**config.mk**
```make
export PLATFORM = sky130hd
export DESIGN_NAME = adder_vector_sequencer
export DESIGN_NICKNAME = d
export VERILOG_FILES = /design/src/rtl/adder_vector_sequencer.sv
export SDC_FILE = /design/constraint.sdc
export NUM_CORES = 1
export LEC_CHECK = 0
export CAP_MARGIN = 25
export CORE_MARGIN = 2
export CORE_UTILIZATION = 47
export DETAILED_ROUTE_END_ITERATION = 8
export HOLD_SLACK_MARGIN = 0.06
export PLACE_DENSITY_LB_ADDON = 0.2
export RECOVER_POWER = 100
export SYNTH_ARGS = -nofsm -noshare
export SYNTH_HDL_FRONTEND = slang
export SYNTH_SLANG_ARGS = --single-unit
```
**constraint.sdc**
```tcl
create_clock -name clk -period 2.3 [get_ports clk]
set_input_delay 0.23 -clock clk [delete_from_list [all_inputs] [get_ports clk]]
set_output_delay 0.23 -clock clk [all_outputs]
set_load 0.01 [all_outputs]
```
**src/rtl/adder_vector_sequencer.sv**
```systemverilog
// Self-test sequencer for a DW-bit adder.
// Walks {a, b, expected} triples in a synchronous-read vector RAM, drives the
// adder operands, compares the full DW+1-bit sum against the expected word and
// counts mismatches. It reports busy/done/pass and a saturating error count.
module adder_vector_sequencer #(
  parameter int DW   = 4,
  parameter int AW   = 6,
  parameter int NVEC = 15
) (
  input  logic          clk,
  input  logic          rst,
  input  logic          start,
  output logic          mem_rd,
  output logic [AW-1:0] mem_addr,
  input  logic [DW:0]   mem_rdata,
  output logic [DW-1:0] add_a,
  output logic [DW-1:0] add_b,
  input  logic [DW:0]   add_sum,
  output logic          busy,
  output logic          done,
  output logic          pass,
  output logic [7:0]    err_count,
  output logic [3:0]    vec_idx
);

  typedef enum logic [2:0] {
    S_IDLE    = 3'd0,
    S_FETCH_A = 3'd1,
    S_FETCH_B = 3'd2,
    S_FETCH_T = 3'd3,
    S_LATCH_T = 3'd4,
    S_CHECK   = 3'd5,
    S_DONE    = 3'd6
  } state_t;

  localparam logic [3:0] LAST_IDX = 4'(NVEC - 1);

  state_t        state_q, state_d;
  logic [AW-1:0] base_q, base_d;
  logic [DW:0]   t_q, t_d;
  logic [DW-1:0] add_a_q, add_a_d;
  logic [DW-1:0] add_b_q, add_b_d;
  logic [7:0]    err_count_q, err_count_d;
  logic [3:0]    vec_idx_q, vec_idx_d;
  logic          busy_q, busy_d;
  logic          done_q, done_d;
  logic          pass_q, pass_d;

  // Read strobe and address decode straight from state and base pointer.
  always_comb begin
    mem_rd   = 1'b0;
    mem_addr = {AW{1'b0}};
    case (state_q)
      S_FETCH_A: begin
        mem_rd   = 1'b1;
        mem_addr = base_q;
      end
      S_FETCH_B: begin
        mem_rd   = 1'b1;
        mem_addr = base_q + AW'(1);
      end
      S_FETCH_T: begin
        mem_rd   = 1'b1;
        mem_addr = base_q + AW'(2);
      end
      default: begin
        mem_rd   = 1'b0;
        mem_addr = {AW{1'b0}};
      end
    endcase
  end

  // Next-state, datapath captures and registered status outputs.
  always_comb begin
    state_d     = state_q;
    base_d      = base_q;
    t_d         = t_q;
    add_a_d     = add_a_q;
    add_b_d     = add_b_q;
    err_count_d = err_count_q;
    vec_idx_d   = vec_idx_q;
    case (state_q)
      S_IDLE, S_DONE: begin
        // A run (or a restart from DONE) begins with fresh counters.
        if (start) begin
          state_d     = S_FETCH_A;
          base_d      = {AW{1'b0}};
          err_count_d = 8'd0;
          vec_idx_d   = 4'd0;
        end else begin
          state_d = state_q;
        end
      end
      S_FETCH_A: state_d = S_FETCH_B;
      S_FETCH_B: begin
        // Word a arrives one cycle after its read; its top bit is not an operand bit.
        add_a_d = mem_rdata[DW-1:0];
        state_d = S_FETCH_T;
      end
      S_FETCH_T: begin
        add_b_d = mem_rdata[DW-1:0];
        state_d = S_LATCH_T;
      end
      S_LATCH_T: begin
        // Expected value keeps all DW+1 bits so the carry-out gets checked.
        t_d     = mem_rdata;
        state_d = S_CHECK;
      end
      S_CHECK: begin
        if ((add_sum != t_q) && (err_count_q != 8'hFF)) begin
          err_count_d = err_count_q + 8'd1;
        end else begin
          err_count_d = err_count_q;
        end
        if (vec_idx_q == LAST_IDX) begin
          state_d = S_DONE;
        end else begin
          vec_idx_d = vec_idx_q + 4'd1;
          base_d    = base_q + AW'(3);
          state_d   = S_FETCH_A;
        end
      end
      default: state_d = S_IDLE;
    endcase
    busy_d = (state_d != S_IDLE) && (state_d != S_DONE);
    done_d = (state_d == S_DONE);
    pass_d = (state_d == S_DONE) && (err_count_d == 8'd0);
  end

  // State and output registers; reset aborts any run immediately.
  always_ff @(posedge clk or posedge rst) begin
    if (rst) begin
      state_q     <= S_IDLE;
      base_q      <= {AW{1'b0}};
      t_q         <= {(DW+1){1'b0}};
      add_a_q     <= {DW{1'b0}};
      add_b_q     <= {DW{1'b0}};
      err_count_q <= 8'd0;
      vec_idx_q   <= 4'd0;
      busy_q      <= 1'b0;
      done_q      <= 1'b0;
      pass_q      <= 1'b0;
    end else begin
      state_q     <= state_d;
      base_q      <= base_d;
      t_q         <= t_d;
      add_a_q     <= add_a_d;
      add_b_q     <= add_b_d;
      err_count_q <= err_count_d;
      vec_idx_q   <= vec_idx_d;
      busy_q      <= busy_d;
      done_q      <= done_d;
      pass_q      <= pass_d;
    end
  end

  assign add_a     = add_a_q;
  assign add_b     = add_b_q;
  assign err_count = err_count_q;
  assign vec_idx   = vec_idx_q;
  assign busy      = busy_q;
  assign done      = done_q;
  assign pass      = pass_q;

endmodule

```
==> results of run 1 <==
## cells by family (layout without fill, tap and decap cells)
group / Yosys count / count (layout) / synth area share (%)
and+or+nand+nor: 77 / 77 / 19.63
adders and majority gates: 7 / 7 / 4.164
AOI/OAI and AO/OA: 43 / 43 / 12.85
DFF: 37 / 37 / 44.02
buffers and inverters: 18 / 63 / 4.045
muxes: 18 / 18 / 9.459
xor gates and xnor gates: 14 / 14 / 5.830
## worst paths after layout
| path | from | to | slack (ns) | cells past startpoint |
|---|---|---|---|---|
| setup / recovery | base_q[1]$_DFFE_PP0P_ | mem_addr[1] | 0.09 | 5 |
| hold / removal | add_b[2]$_DFFE_PP0N_ | add_b[2]$_DFFE_PP0N_ | 0.51 | 1 |
| setup reg to reg | state_q[2]$_DFF_PP0_ | pass$_DFF_PP0_ | 0.27 | 5 |
| hold reg to reg | add_b[2]$_DFFE_PP0N_ | add_b[2]$_DFFE_PP0N_ | 0.51 | 1 |
| max in group asynchronous | rst | base_q[1]$_DFFE_PP0P_ | 1.05 | 3 |
| min in group asynchronous | rst | busy$_DFF_PP0_ | 0.64 | 3 |
## worst max-delay path, stage by stage, from the launching register on
cell and delay (ns):
dfrtp_2 0.42, inv_1 0.09, ha_1 0.29, mux2i_1 0.07, a211oi_1 0.24, clkdlybuf4s50_1 0.58
## synth_stat cells (3+ instances only)
cell | number | area share, %
dfrtp_1 | 37 | 44
nand2_1 | 18 | 3.2
nor2_1 | 18 | 3.2
mux2_2 | 15 | 8.0
o21ai_0 | 12 | 2.9
a21oi_1 | 9 | 2.1
inv_1 | 9 | 1.6
ha_1 | 7 | 4.2
nand3_1 | 7 | 1.7
xnor2_1 | 7 | 2.9
xor2_1 | 7 | 2.9
nor2b_1 | 6 | 1.8
clkbuf_1 | 5 | 0.89
nand2b_1 | 5 | 1.5
and2_1 | 3 | 0.89
and3_1 | 3 | 0.89
mux2i_1 | 3 | 1.4
## per-layer routing
metal  wire length [um]  global-route usage [%]  up-vias
met5                  0                       0        -
met4                 85                   8.176        0
met3                249                   4.131        8
met2               1923                   28.45       50
met1               2120                   26.54      791
li1                   -                       -      841
## stage by stage
stage	total power [mW]	utilization (%)	setup slack, ns	hold slack (ns)
5_1_grt	3.184	61.78	0.002704	0.5412
4_1_cts	3.057	62.09	-0.002441	0.3512
6_report	2.964	61.78	0.08991	0.5085
3_3_place_gp	2.427	59.38	0.2811	0.4893
2_1_floorplan	1.909	-	0.5319	0.3806
3_5_place_dp	2.449	59.38	0.2395	0.4915
## area by class of cell
type	count	area, um2	share of cell area [%]
clock inverters	1	30.03	1.124
well taps	52	65.06	2.436
repair buffers	46	444.2	16.63
clock buffers	7	86.33	3.232
multi-input cells	159	1082	40.52
flip-flops and latches	37	929.6	34.80
inverters	9	33.78	1.265
## state kept, by name, summed over array words and instances, names as in the netlist
register,flops
vec_idx,4
t_q,5
add_b,4
busy,1
done,1
pass,1
state_q,3
add_a,4
err_count,8
base_q,6
## power groups by stage
stage          registers (mW)  clock network (mW)  logic [mW]
2_1_floorplan            1.08                   0       0.828
3_3_place_gp             1.13                   0        1.30
3_5_place_dp             1.13                   0        1.32
4_1_cts                  1.13               0.600        1.33
5_1_grt                  1.17               0.626        1.39
6_report                 1.12               0.583        1.26
## layout by cell type (no fill, tap or decap), types with 5 or more instances in the layout
master	count
clkdlybuf4s50_1	15
xor2_1	7
nor2_1	18
o21ai_0	13
ha_1	7
inv_1	9
nand2_1	18
mux2_2	15
xnor2_1	7
dlygate4sd3_1	24
clkbuf_8	6
nand3_1	7
a21oi_1	9
nand2b_1	5
dfrtp_1	34
nor2b_1	5
==> results.md, run 1 <==
* Fin nets at 278
* Area Growth Syn to Fin at 27.01%
* Final Hold Vio Count at 0
* Worst slew pin tran at 0.8914 ns
* Final setup viols at 0
* P_sw at roughly 1.1 mW
* Max Clock Freq at ~450 MHz
* Clock network power share at 19.7%
* Comb power frac at between 40% and 50%
* Pwr/cell area at 1109 nW/um2
* Period utilization at 96.09%
* I/O Buffers at 42
* Sequential power share at 37.9%
* Number of synthesized register bits at 37
* Die Span X at 70.90 um
* First-pass GRT wire length at between 7000 and 8000 um
* Synth async-reset ratio at 100.0%
* Status: finished clean
* Final Cell Area at 2671 um2
* Worst-path maximum fanout at 6
* Detailed Place HPWL at 3117 um
* Top FF cell, synth: dfrtp_1
* Vias in the first global route at 1587
* Int Power at 1.891 mW
* Clock skew at 0.004291 ns
* Routed vias/inst at 5.434
* Register area share after synthesis at between 40 and 50%
* Yosys synthesis warning count at 0
* Router iterations before antenna repair at 4
* 1st-iter DRT viols at 127
* DR vias at 1690
* Crit Path Class: flip-flop to output port
* Row count at 24
* Cts repair resizes at 5
* Clock-pin slew on the worst setup and hold paths at around 0.070 ns
* CTS tree: yes
* Setup_tns at 0 ns
* WL final at 4377 um
* Clock Sinks at 37
* Mean post-synth cell area at 9.828 um2
* Die area at 5026 um2
* Post-route minimum period at 2.210 ns
* Post-Place Cells at slightly above 300
* Routability cong. at around 0.85
* Pin count of the biggest net entering global routing at 38
* Initial antenna violation count at 0
* Routed length per instance at 14.07 um
* Post-route ant nets at 0
* Layout filler cell count at about 390
* H-tree Lvls at 2
* Mapped cell area at 2103 um2
* RSZ-0062 raised after global routing: no
* Layout cells sized above 1 at 12.36%
* Total grt overflow at 0
* Synth Instances at 214
* Antenna cells at 0
* Worst vdd ir at 0.5524 mV
* Post-DP Area at about 2600 um2
* Clk root buf: clkbuf_8
* CTS max path bufs at 2
* CP Launch Type: flip-flop
* P_leak at approximately 1.2 nW
* Netlist cell types at 44
* Worst EP required at 2.07 ns
* Cts hold-fix bufs at 0
* Hold crit path type: flip-flop to flip-flop
* Initial Util at 48.64%
* DRC at 0
* Crit end category: output port
* Io pins at 43
* Max_cap viols at 0
* Core area at 4324 um2
* Later-pin clock latency in the skew report at just under 0.3 ns
* Post-CTS setup buffers at 0
* Die Span Y at 70.90 um
* GRT Resource Usage Total at around a fifth
* Post-synth EDFFs at 0
* CTS buffer count at 5
* Worst Path Arrival at 1.98 ns
* Pins Over Slew Limit at 0
* Switching part of the total power at 36.18%
* Final std cells w/o fill at around 310
* Worst rel slew slack at 40.57%
* Net count after synthesis at 234
(Power assumes the default switching activity.)
==> run 2: changes to the inputs <==
--- a/config.mk
+++ b/config.mk
@@ -12,6 +12,7 @@
 export HOLD_SLACK_MARGIN = 0.06
 export PLACE_DENSITY_LB_ADDON = 0.2
 export RECOVER_POWER = 100
+export SLEW_MARGIN = 20
 export SYNTH_ARGS = -nofsm -noshare
 export SYNTH_HDL_FRONTEND = slang
 export SYNTH_SLANG_ARGS = --single-unit
==> results of run 2 <==
Final layout, timing and power as in run 1 (identical DEF).
